[config.mk]
export PLATFORM = sky130hd
export DESIGN_NAME = game_flow_ctrl
export DESIGN_NICKNAME = d
export VERILOG_FILES = /design/src/rtl/game_flow_ctrl.sv
export SDC_FILE = /design/constraint.sdc
export NUM_CORES = 1
export LEC_CHECK = 0
export BUFFER_PORTS_ARGS = -buffer_cell sky130_fd_sc_hd__clkbuf_2
export CAP_MARGIN = 20
export CORE_MARGIN = 3
export CORE_UTILIZATION = 32
export DETAILED_ROUTE_END_ITERATION = 8
export PLACE_DENSITY_LB_ADDON = 0.08
export SYNTH_ARGS = -nofsm -noshare
export SYNTH_HDL_FRONTEND = slang
export SYNTH_SLANG_ARGS = --single-unit
[constraint.sdc]
create_clock -name Clk -period 2.5 [get_ports Clk]
set_clock_uncertainty 0.2 [all_clocks]
set_input_delay 0.125 -clock Clk [delete_from_list [all_inputs] [get_ports Clk]]
set_output_delay 0.125 -clock Clk [all_outputs]
set_load 0.01 [all_outputs]
[src/rtl/game_flow_ctrl.sv]
`default_nettype none
// ============================================================================
// Module  : game_flow_ctrl
// Brief   : Multi-level game-flow FSM with pause, countdown timer, lives and
//           level index; drives one-hot status and HUD counters.
// Revision: 1.0 - initial release
// ============================================================================
module game_flow_ctrl #(
    parameter int          NUM_LEVELS = 3,
    parameter int          NUM_LIVES  = 3,
    parameter int          TIME_LIMIT = 1800,
    parameter logic [7:0]  KEY_START  = 8'h28,
    parameter logic [7:0]  KEY_PAUSE  = 8'h13,
    parameter logic [7:0]  KEY_QUIT   = 8'h29,
    localparam int         LW         = (NUM_LEVELS > 1) ? $clog2(NUM_LEVELS) : 1,
    localparam int         LVW        = $clog2(NUM_LIVES + 1),
    localparam int         TW         = $clog2(TIME_LIMIT + 1)
) (
    input  logic           Clk,
    input  logic           Reset_n,
    input  logic [7:0]     keycode,
    input  logic           frame_tick,
    input  logic           level_clear,
    input  logic           player_dead,
    output logic [5:0]     status,
    output logic [LW-1:0]  level,
    output logic [LVW-1:0] lives,
    output logic [TW-1:0]  timer,
    output logic           level_start
);

    typedef enum logic [2:0] {
        S_TITLE      = 3'd0,
        S_PLAY       = 3'd1,
        S_LEVEL_DONE = 3'd2,
        S_WIN        = 3'd3,
        S_LOSE       = 3'd4,
        S_PAUSE      = 3'd5
    } state_t;

    localparam logic [LW-1:0]  LAST_LEVEL = LW'(NUM_LEVELS - 1);
    localparam logic [LVW-1:0] LIVES_INIT = LVW'(NUM_LIVES);
    localparam logic [TW-1:0]  TIMER_INIT = TW'(TIME_LIMIT);

    state_t         state_q, state_d;
    logic [LW-1:0]  level_q, level_d;
    logic [LVW-1:0] lives_q, lives_d;
    logic [TW-1:0]  timer_q, timer_d;
    logic           level_start_q, level_start_d;
    logic [7:0]     prev_key_q;

    logic start_edge, pause_edge, quit_edge;

    // Keys act on the press edge only; holding a key never retriggers.
    assign start_edge = (keycode == KEY_START) && (prev_key_q != KEY_START);
    assign pause_edge = (keycode == KEY_PAUSE) && (prev_key_q != KEY_PAUSE);
    assign quit_edge  = (keycode == KEY_QUIT)  && (prev_key_q != KEY_QUIT);

    always_comb begin
        state_d       = state_q;
        level_d       = level_q;
        lives_d       = lives_q;
        timer_d       = timer_q;
        level_start_d = 1'b0;
        case (state_q)
            S_TITLE: begin
                if (start_edge) begin
                    state_d       = S_PLAY;
                    level_d       = '0;
                    lives_d       = LIVES_INIT;
                    timer_d       = TIMER_INIT;
                    level_start_d = 1'b1;
                end
            end
            S_PLAY: begin
                if (level_clear) begin
                    state_d = (level_q == LAST_LEVEL) ? S_WIN : S_LEVEL_DONE;
                end else if (player_dead || (timer_q == '0)) begin
                    lives_d = lives_q - LVW'(1);
                    if (lives_q == LVW'(1)) begin
                        state_d = S_LOSE;
                    end else begin
                        timer_d       = TIMER_INIT;
                        level_start_d = 1'b1;
                    end
                end else if (pause_edge) begin
                    state_d = S_PAUSE;
                end else if (frame_tick && (timer_q != '0)) begin
                    timer_d = timer_q - TW'(1);
                end
            end
            S_PAUSE: begin
                if (quit_edge) begin
                    state_d = S_TITLE;
                end else if (pause_edge) begin
                    state_d = S_PLAY;
                end
            end
            S_LEVEL_DONE: begin
                if (start_edge) begin
                    state_d       = S_PLAY;
                    level_d       = level_q + LW'(1);
                    timer_d       = TIMER_INIT;
                    level_start_d = 1'b1;
                end
            end
            S_WIN, S_LOSE: begin
                if (start_edge) begin
                    state_d = S_TITLE;
                end
            end
            default: begin
                state_d = S_TITLE;
            end
        endcase
    end

    always_ff @(posedge Clk or negedge Reset_n) begin
        if (!Reset_n) begin
            state_q       <= S_TITLE;
            level_q       <= '0;
            lives_q       <= LIVES_INIT;
            timer_q       <= TIMER_INIT;
            level_start_q <= 1'b0;
            prev_key_q    <= 8'h00;
        end else begin
            state_q       <= state_d;
            level_q       <= level_d;
            lives_q       <= lives_d;
            timer_q       <= timer_d;
            level_start_q <= level_start_d;
            prev_key_q    <= keycode;
        end
    end

    // Bit order {PAUSE, LOSE, WIN, LEVEL_DONE, PLAY, TITLE}; illegal codes show all-zero.
    always_comb begin
        status = 6'b000000;
        case (state_q)
            S_TITLE:      status = 6'b000001;
            S_PLAY:       status = 6'b000010;
            S_LEVEL_DONE: status = 6'b000100;
            S_WIN:        status = 6'b001000;
            S_LOSE:       status = 6'b010000;
            S_PAUSE:      status = 6'b100000;
            default:      status = 6'b000000;
        endcase
    end

    assign level       = level_q;
    assign lives       = lives_q;
    assign timer       = timer_q;
    assign level_start = level_start_q;

endmodule
`default_nettype wire

==> flow_summary_export.csv, run 1 <==
group,metric,value,unit
run_status,outcome,"complete, no violations",
global_route,globalRoute.totalOverflow,0,
power,power.density_cell_area,1010,mW/mm^2
detailed_routing,wl_per_cell,15.4,um
power,proportion_of_power_drawn_by_flip_flops_and_latches,0.362,
layout,ff_latch_area,683,um^2
yosys,mux_contribution_to_synthesized_area,0.0368,
placement,globalplace.congestion,0.794,
min_path,worst_hold_path_type,"primary input to flip-flop",
timing,hold_viol,0,
floorplanning,core_area,0.00420,mm^2
clock_tree,cts.reportedPaths.clkPinSlew,0.10,ns
yosys,fraction_of_the_mapped_netlist_area_in_compound_gates,0.195,
yosys,yosysSeqAreaShare,0.467,
detailed_routing,firstDrtPassIters,4,
floorplanning,floorplan.initialDensity,0.348,
timing,achievable-frequency,426,MHz
clock_tree,clock_tree.root_cell,"sky130_fd_sc_hd__clkbuf_8",
yosys,async_reset_ff_frac,1.00,
detailed_routing,drt_iter0_markers,57,
placement,dp.cells,235,
timing,crit_path_time_final,2.35,ns
yosys,yosys.area.top_type,"sky130_fd_sc_hd__dfrtp_1",
clock_tree,cts_num_sinks,27,
detailed_routing,route.detailed.vias_per_inst,5.32,
timing,final.setup.tns,0,ns
power,power.ir.vdd_worst,0.000356,V
yosys,syn_area,0.00146,mm^2
yosys,synth.net_count,159,
critical_path,end_kind,"flip-flop",
detailed_routing,drc,0,
timing,worst_hold_slack,0.0999,ns
global_route,grt_pass1_wl,6290,um
critical_path,crit_type,"flip-flop to flip-flop",
power,cellInternalPower,1.17,mW
critical_path,required_time_reported_for_the_critical_path_endpoint,2.48,ns
floorplanning,num_rows,23,
layout,fill_cells,406,
layout,post_layout_nonfiller_instances,250,
layout,multi_input_area,747,um^2
power,net-switching-power,804,uW
floorplanning,top_level_ports,35,
critical_path,cp_data_arrival_time,2.33,ns
floorplanning,design.die.area,0.00542,mm^2
power,sw_frac_of_total,0.408,
clock_tree,worst_skew_pair.late_latency,0.28,ns
layout,area_delta_synth_final,33.2,%
timing,grt_setup_unrepaired,"yes",
yosys,synthesis.yosys.warnings,0,
yosys,synth_cells,143,
timing,slew_headroom,0.549,
yosys,synth-simple-area-share,0.241,
global_route,grt_pass1_vias,1310,
detailed_routing,antenna_left,0,
yosys,ys.flop_type,"sky130_fd_sc_hd__dfrtp_1",
yosys,synth-seq-cells,27,
yosys,synthXorXnorAreaFrac,0,
global_route,number_of_antenna_violations_at_the_first_check_in_global_routing,0,
floorplanning,fp.dieW,73.6,um
critical_path,regToRegStartpoint,"prev_key_q[1]",
yosys,synth_adder_area_share,0.0256,
clock_tree,cts_htree_levels,1,
yosys,synth-edff-count,0,
critical_path,timing.critical_path.from,"prev_key_q[1]",
timing,setup-violations-final,0,
global_route,grt.total_usage,0.151,
placement,numPortBuffers,34,
placement,dpl.hpwl,2890,um
yosys,yosysTopAreaCellShare,0.359,
timing,timing_worst_slew_pin_value,0.676,ns
timing,finalCritPeriodShare,0.940,
yosys,syn_area_per_cell,10.2,um^2
clock_tree,cts_made_buffers,3,
layout,number_of_antenna_diodes,0,
detailed_routing,wirelength,3840,um
power,static-leakage-power,0.889,nW
critical_path,worstPathMaxFanout,3,
yosys,main_combinational_cell_family_by_area_after_synthesis,"simple AND/OR/NAND/NOR gates",
yosys,netlist-cell-type-count,51,
layout,layout.nets,217,
global_route,grt_max_degree,28,
floorplanning,floorplan.die.height,73.6,um
flow_run,timing.max_cap.violations,0,
detailed_routing,route.vias.total,1331,
min_path,min_from,"frame_tick",
yosys,synth.area.top_cells,"sky130_fd_sc_hd__dfrtp_1, sky130_fd_sc_hd__dfstp_2, sky130_fd_sc_hd__nor2_1",
timing,maxSlewViolCount,0,
power,share_clk_of_total_power,0.131,
power,comb_power_share,0.507,
layout,proportion_of_layout_cells_with_a_drive_suffix_above_1,0.370,
clock_tree,cts_tree,"done",
critical_path,cp-start-kind,"flip-flop",
clock_tree,clock_tree.buffer_depth,2,
==> metrics by stage <==
stage / total power, mW / util / setup WS (ns) / area [um^2]
after CTS: 1.97 / 0.458 / 0.0483 / 1930
after global placement: 1.68 / 0.423 / 0.142 / 1780
after floorplan: 1.31 / - / 0.175 / 1460
after global routing: 2.12 / 0.464 / -0.00573 / 1950
final: 1.97 / 0.464 / 0.151 / 1950
after detailed placement: 1.70 / 0.423 / 0.0690 / 1780
==> path summary, 6_finish.rpt <==
path	to	slack [ns]	cells past startpoint
worst min register to register	level[0]	0.32	2
max in group asynchronous	timer[6]	1.46	2
worst min-delay path	timer[0]	0.1	4
worst max-delay path	state_q[0]	0.15	5
min in group asynchronous	prev_key_q[2]	0.20	2
worst max register to register	state_q[0]	0.15	5
==> cell type report <==
cell class / count / area share
Clock inverter: 1 / 0.00385
Sequential cell: 27 / 0.350
Inverter: 7 / 0.0135
Clock buffer: 3 / 0.0212
Tap cell: 50 / 0.0321
Multi-Input combinational cell: 103 / 0.383
Timing Repair Buffer: 59 / 0.196
==> power groups by stage <==
| stage | Sequential [mW] | Combinational, mW | Clock [mW] |
|---|---|---|---|
| finish | 0.714 | 0.998 | 0.258 |
| global placement | 0.713 | 0.963 | 0 |
| global route | 0.736 | 1.10 | 0.282 |
| floorplan | 0.757 | 0.551 | 0 |
| detailed placement | 0.722 | 0.977 | 0 |
| CTS | 0.713 | 0.993 | 0.268 |
==> layout by cell type (no fill, tap or decap), drive strengths merged, types with 3 or more instances in the layout <==
cell type / instances
o22a: 3
dfrtp: 21
and3b: 3
mux2: 3
o211ai: 5
dfstp: 6
buf: 15
clkbuf: 37
a31oi: 3
or4: 3
ha: 3
nand3: 3
nor2: 13
o21ai: 6
o31ai: 4
o22ai: 3
nor3: 3
nor4: 3
inv: 7
dlygate4sd3: 10
nand2: 10
or3: 3
==> cells by family (layout without fill, tap and decap cells) <==
logic type	Yosys count	in the layout
simple gates	58	58
compound gates	37	37
flops	27	27
buf+inv	13	70
mux	5	5
fa+ha+maj	3	3
==> registers in the layout (all words and copies together), names as in the netlist <==
name         count
timer           11
prev_key_q       8
state_q          3
level            2
lives            2
level_start      1
==> what timing repair did <==
item	in CTS	in global routing
setup buffers	0	1
setup endpoints to repair	0	11
hold endpoints to repair	32	0
resized for setup	0	3
hold buffers	10	0
==> Yosys cell counts (all sizes together) (3+ instances only) <==
cell / instances
a31oi: 3
or3: 3
o21ai: 6
o31ai: 4
dfrtp: 21
nand2: 10
nor4: 3
o211ai: 5
nand3: 3
o22ai: 3
and3b: 3
dfstp: 6
nor2: 13
mux2: 3
clkbuf: 4
o22a: 3
ha: 3
nor3: 3
inv: 7
or4: 3
==> critical path, stage by stage, from the launching register on <==
cell	delay, ns
sky130_fd_sc_hd__dfrtp_1	0.38
sky130_fd_sc_hd__or4bb_1	0.60
sky130_fd_sc_hd__o211ai_1	0.25
sky130_fd_sc_hd__a22oi_1	0.12
sky130_fd_sc_hd__o211ai_1	0.32
sky130_fd_sc_hd__mux2_2	0.38
==> per-layer routing <==
layer	share of wire	track usage	routed length, um	up-vias
met5	0	0	0	-
met4	0.014	0.0543	55	0
met1	0.48	0.209	1860	625
li1	-	-	-	664
met3	0.039	0.0219	149	5
met2	0.46	0.237	1780	37
(Power assumes the default switching activity.)
==> run 2: changes to the inputs <==
- CORE_ASPECT_RATIO: unset -> 2
==> flow_summary_export.csv, run 2 (synthesis results as in run 1) <==
group,metric,value,unit
run_status,outcome,"complete, no violations",
clock_tree,clock_tree.root_cell,"sky130_fd_sc_hd__clkbuf_8",
clock_tree,cts_num_sinks,27,
timing,final.setup.tns,0,ns
global_route,grt_max_degree,28,
layout,area_delta_synth_final,31.8,%
power,sw_frac_of_total,0.405,
global_route,grt_pass1_wl,6530,um
timing,timing_worst_slew_pin_value,0.702,ns
power,power.density_cell_area,1010,mW/mm^2
floorplanning,top_level_ports,35,
placement,numPortBuffers,34,
placement,dpl.hpwl,2940,um
critical_path,worstPathMaxFanout,4,
detailed_routing,drt_iter0_markers,13,
layout,number_of_antenna_diodes,0,
critical_path,end_kind,"flip-flop",
layout,layout.nets,214,
critical_path,cp_data_arrival_time,2.34,ns
floorplanning,fp.dieW,53.8,um
timing,setup-violations-final,0,
detailed_routing,firstDrtPassIters,4,
global_route,grt_pass1_vias,1400,
timing,worst_hold_slack,0.0925,ns
clock_tree,clock_tree.buffer_depth,2,
critical_path,rr_worst_depth,5,
global_route,grt.total_usage,0.161,
timing,hold_viol,0,
layout,post_layout_nonfiller_instances,251,
clock_tree,cts.reportedPaths.clkPinSlew,0.09,ns
power,static-leakage-power,0.875,nW
timing,maxSlewViolCount,0,
power,cellInternalPower,1.15,mW
clock_tree,cts_tree,"done",
power,net-switching-power,785,uW
critical_path,cp-start-kind,"flip-flop",
layout,proportion_of_layout_cells_with_a_drive_suffix_above_1,0.355,
layout,layout_common_cells,"sky130_fd_sc_hd__clkbuf_2, sky130_fd_sc_hd__dfrtp_1, sky130_fd_sc_hd__nor2_1, sky130_fd_sc_hd__buf_4, sky130_fd_sc_hd__dlygate4sd3_1",
critical_path,r2r_setup_slack,0.11,ns
timing,crit_path_time_final,2.39,ns
timing,finalCritPeriodShare,0.954,
layout,fill_cells,447,
floorplanning,design.die.area,0.00547,mm^2
layout,core_utilization_of_the_finished_layout,0.440,
timing,grt_setup_unrepaired,"no",
critical_path,slowest_stage,"sky130_fd_sc_hd__or4b_1",
floorplanning,floorplan.initialDensity,0.334,
clock_tree,cts_made_buffers,3,
critical_path,crit_type,"flip-flop to flip-flop",
min_path,worstHoldPathCells,4,
global_route,number_of_antenna_violations_at_the_first_check_in_global_routing,0,
power,power.ir.vdd_worst,0.000544,V
floorplanning,core_area,0.00438,mm^2
timing,finalWorstSetupSlack,0.114,ns
placement,globalplace.congestion,0.794,
placement,dp_slack,0.0525,ns
power,comb_power_share,0.497,
layout,mostFrequentLayoutCell,"sky130_fd_sc_hd__clkbuf_2",
timing,achievable-frequency,419,MHz
min_path,worst_hold_path_type,"primary input to flip-flop",
placement,dp.cells,236,
floorplanning,floorplan.die.height,102,um
floorplanning,num_rows,34,
detailed_routing,drc,0,
critical_path,required_time_reported_for_the_critical_path_endpoint,2.46,ns
detailed_routing,wirelength,3880,um
critical_path,delay_of_the_slowest_critical_path_stage,0.56,ns
detailed_routing,route.vias.total,1314,
clock_tree,worst_skew_pair.late_latency,0.27,ns
power,share_clk_of_total_power,0.129,
critical_path,worst_path_cell_chain,"or4b_1, o211a_1, and3b_1, o21a_2, mux2_1",
global_route,globalRoute.totalOverflow,0,
power,proportion_of_power_drawn_by_flip_flops_and_latches,0.374,
detailed_routing,route.detailed.vias_per_inst,5.24,
flow_run,timing.max_cap.violations,0,
detailed_routing,wl_per_cell,15.4,um
layout,largest_reg_flops,11,
detailed_routing,antenna_left,0,
timing,slew_headroom,0.532,
clock_tree,cts_htree_levels,1,
-- run 2: cell types whose count changed in the layout (fill, tap and decap cells not counted) --
| cell | previous run | this run |
|---|---|---|
| sky130_fd_sc_hd__a31oi_1 | 2 | 3 |
| sky130_fd_sc_hd__a31oi_2 | 1 | 0 |
| sky130_fd_sc_hd__buf_4 | 15 | 12 |
| sky130_fd_sc_hd__clkbuf_1 | 0 | 1 |
| sky130_fd_sc_hd__clkinvlp_4 | 1 | 0 |
| sky130_fd_sc_hd__nor4_1 | 3 | 2 |
| sky130_fd_sc_hd__nor4_2 | 0 | 1 |
-- run 2: critical path, delay by kind of cell (launching register included) --
kind,cells,cell delay [ns]
AO/OA/AOI/OAI,2,0.51
flip-flops,1,0.38
multiplexers,1,0.34
AND/OR/NAND/NOR,2,0.86
-- run 2: timing repair --
action | in CTS | in global routing
endpoints found under the hold margin | 31 | 0
hold buffers | 10 | 0
gates resized for setup | 0 | 3
buffers inserted | 0 | 1
setup endpoints to repair | 0 | 6
-- run 2: path summary, 6_finish.rpt --
check / from / end
max in group asynchronous: Reset_n / prev_key_q[4]
worst max register to register: prev_key_q[2] / timer[1]
worst min-delay path: frame_tick / timer[0]
worst max-delay path: prev_key_q[2] / timer[1]
min in group asynchronous: Reset_n / timer[7]
worst min register to register: timer[9] / timer[9]
-- run 2: routing by layer --
metal | up-vias | track usage | wire [um]
met4 | 0 | 0.0768 | 92
met5 | - | 0 | 0
met3 | 7 | 0.0177 | 120
met1 | 625 | 0.174 | 1440
met2 | 28 | 0.294 | 2230
li1 | 654 | - | -
-- run 2: power by group through the flow --
stage / logic, mW / clock network, mW / registers, mW
4_1_cts: 0.974 / 0.262 / 0.720
3_5_place_dp: 0.959 / 0 / 0.729
2_1_floorplan: 0.551 / 0 / 0.757
3_3_place_gp: 0.947 / 0 / 0.720
6_report: 0.964 / 0.251 / 0.725
5_1_grt: 1.09 / 0.272 / 0.755
-- run 2: per-stage QoR --
| step | power, mW | instance area [um^2] |
|---|---|---|
| global placement | 1.67 | 1760 |
| CTS | 1.96 | 1900 |
| global route | 2.11 | 1930 |
| detailed placement | 1.69 | 1760 |
| finish | 1.94 | 1930 |
| floorplan | 1.31 | 1460 |
-- run 2: layout make-up --
| type | count | area [um^2] | share of cell area |
|---|---|---|---|
| well taps | 54 | 67.6 | 0.0350 |
| inverters | 7 | 26.3 | 0.0136 |
| clock buffers | 4 | 45.0 | 0.0233 |
| flip-flops and latches | 27 | 683 | 0.354 |
| repair buffers | 56 | 360 | 0.187 |
| multi-input cells | 103 | 747 | 0.387 |
==> run 3: changes to the inputs <==
- ABC_AREA: unset -> 1
- CORE_MARGIN: 3 -> 10
- SLEW_MARGIN: unset -> 10
==> flow_summary_export.csv, run 3 <==
group,metric,value,unit
run_status,outcome,"complete, no violations",
yosys,synth.net_count,255,
critical_path,cp_data_arrival_time,2.19,ns
floorplanning,top_level_ports,35,
min_path,worst_hold_path_type,"primary input to flip-flop",
yosys,ys.flop_type,"sky130_fd_sc_hd__dfrtp_1",
clock_tree,cts_htree_levels,1,
critical_path,end_kind,"flip-flop",
floorplanning,core_area,0.00509,mm^2
global_route,grt.total_usage,0.111,
layout,layout_common_cells,"sky130_fd_sc_hd__nand2_1, sky130_fd_sc_hd__nor2_1, sky130_fd_sc_hd__clkbuf_2, sky130_fd_sc_hd__inv_1, sky130_fd_sc_hd__dfrtp_1",
clock_tree,clock_tree.buffer_depth,2,
clock_tree,cts_num_sinks,27,
power,comb_power_share,0.576,
clock_tree,cts_tree,"done",
critical_path,worstPathMaxFanout,12,
yosys,syn_area,0.00166,mm^2
yosys,synth.area.top_cells,"sky130_fd_sc_hd__dfrtp_1, sky130_fd_sc_hd__nand2_1, sky130_fd_sc_hd__dfstp_2",
critical_path,r2r_setup_slack,0.33,ns
power,static-leakage-power,1.12,nW
floorplanning,floorplan.initialDensity,0.326,
power,power.density_cell_area,1180,mW/mm^2
yosys,netlist-cell-type-count,24,
clock_tree,cts_setup_buffers,0,
yosys,yosysTopAreaCellShare,0.317,
timing,finalCritPeriodShare,0.868,
yosys,syn_area_per_cell,6.95,um^2
floorplanning,num_rows,37,
detailed_routing,drc,0,
layout,proportion_of_layout_cells_with_a_drive_suffix_above_1,0.207,
layout,core_utilization_of_the_finished_layout,0.399,
layout,mostFrequentLayoutCell,"sky130_fd_sc_hd__nand2_1",
placement,dp.cells,329,
layout,layout.nets,302,
detailed_routing,wirelength,4750,um
power,sw_frac_of_total,0.493,
global_route,globalRoute.totalOverflow,0,
global_route,grt_pass1_vias,1660,
timing,final.setup.tns,0,ns
timing,setup-violations-final,0,
layout,largest_reg_flops,11,
layout,area_delta_synth_final,22.5,%
placement,globalplace.congestion,0.766,
timing,achievable-frequency,461,MHz
yosys,yosysSeqAreaShare,0.411,
timing,crit_path_time_final,2.17,ns
clock_tree,cts.reportedPaths.clkPinSlew,0.10,ns
yosys,synth_common_cells,"sky130_fd_sc_hd__nand2_1, sky130_fd_sc_hd__nor2_1, sky130_fd_sc_hd__inv_1",
clock_tree,clock_tree.root_cell,"sky130_fd_sc_hd__clkbuf_8",
power,power.ir.vdd_worst,0.000503,V
clock_tree,worst_skew_pair.late_latency,0.28,ns
power,share_clk_of_total_power,0.107,
global_route,number_of_antenna_violations_at_the_first_check_in_global_routing,0,
critical_path,crit_type,"flip-flop to flip-flop",
timing,worst_hold_slack,0.0774,ns
timing,grt_setup_unrepaired,"no",
yosys,synth-edff-count,0,
clock_tree,cts_made_buffers,3,
power,report.power.total,2.40,mW
placement,numPortBuffers,34,
detailed_routing,route.vias.total,1615,
detailed_routing,route.detailed.vias_per_inst,4.71,
yosys,synth_cells,239,
yosys,synth-seq-cells,27,
flow_run,timing.max_cap.violations,0,
placement,dpl.hpwl,3800,um
detailed_routing,drt_iter0_markers,92,
yosys,async_reset_ff_frac,1.00,
detailed_routing,antenna_left,0,
timing,timing_worst_slew_pin_value,0.716,ns
yosys,synthesis.yosys.warnings,0,
yosys,yosys.cell_count.top_type,"sky130_fd_sc_hd__nand2_1",
power,cellInternalPower,1.22,mW
global_route,grt_max_degree,28,
global_route,grt_pass1_wl,7810,um
power,net-switching-power,1.19,mW
yosys,yosys.area.top_type,"sky130_fd_sc_hd__dfrtp_1",
floorplanning,floorplan.die.height,122,um
layout,post_layout_nonfiller_instances,343,
floorplanning,design.die.area,0.00864,mm^2
critical_path,cp-start-kind,"flip-flop",
detailed_routing,wl_per_cell,13.8,um
power,proportion_of_power_drawn_by_flip_flops_and_latches,0.317,
critical_path,required_time_reported_for_the_critical_path_endpoint,2.53,ns
timing,hold_viol,0,
floorplanning,fp.dieW,70.9,um
timing,slew_headroom,0.523,
layout,number_of_antenna_diodes,0,
detailed_routing,firstDrtPassIters,4,
timing,maxSlewViolCount,0,
-- run 3: metrics by stage --
step                      worst slack [ns]  instance area [um^2]
after detailed placement             0.330                  1890
after floorplan                      0.655                  1660
after global routing                 0.106                  2030
final                                0.331                  2030
after global placement               0.354                  1890
after CTS                            0.295                  2030
-- run 3: layer usage --
metal	track usage	wire (um)	vias up
li1	-	-	838
met1	0.102	1670	738
met2	0.225	2780	32
met3	0.0252	220	7
met4	0.0401	78	0
met5	0	0	-
-- run 3: logic make-up (layout without fill, tap and decap cells) --
kind of cell	Yosys count	in the layout	synth area share
compound gates	9	9	0.0309
fa+ha+maj	3	3	0.0226
flops	27	27	0.411
xor+xnor	5	5	0.0264
simple gates	157	157	0.413
buf+inv	38	84	0.0957
-- run 3: worst max-delay path: stages (launching register included) --
cell                      delay [ns]
sky130_fd_sc_hd__dfrtp_1        0.43
sky130_fd_sc_hd__inv_1          0.09
sky130_fd_sc_hd__ha_1           0.23
sky130_fd_sc_hd__nand2_1        0.14
sky130_fd_sc_hd__nor2_4         0.16
sky130_fd_sc_hd__nand2_2        0.08
sky130_fd_sc_hd__nand2_2        0.09
sky130_fd_sc_hd__nand3_2        0.22
sky130_fd_sc_hd__nand3_2        0.30
sky130_fd_sc_hd__nand2_1        0.08
sky130_fd_sc_hd__nand2_1        0.07
-- run 3: timing repair --
action | in CTS | in global routing
hold endpoints to repair | 30 | 0
resized for setup | 0 | 0
hold buffers | 10 | 0
-- run 3: layout make-up --
cell class / instances / area, um^2
multi-input cells: 174 / 818
flip-flops and latches: 27 / 683
clock buffers: 3 / 41.3
repair buffers: 46 / 285
well taps: 58 / 72.6
fillers: 587 / 3060
clock inverters: 1 / 5.00
inverters: 34 / 128
-- run 3: path summary, 6_finish.rpt --
check,start,end,cells after the start
max,timer[0],timer[0],10
min,player_dead,timer[10],5
max reg2reg,timer[0],timer[0],10
min reg2reg,timer[10],timer[10],2
max in group asynchronous,Reset_n,state_q[1],2
min in group asynchronous,Reset_n,timer[2],2
-- run 3: power groups by stage --
stage,registers [mW],logic (mW),clock network [mW]
final,0.762,1.39,0.257
after global routing,0.785,1.59,0.290
after CTS,0.765,1.42,0.271
after detailed placement,0.773,1.40,0
after global placement,0.771,1.40,0
after floorplan,0.783,0.977,0
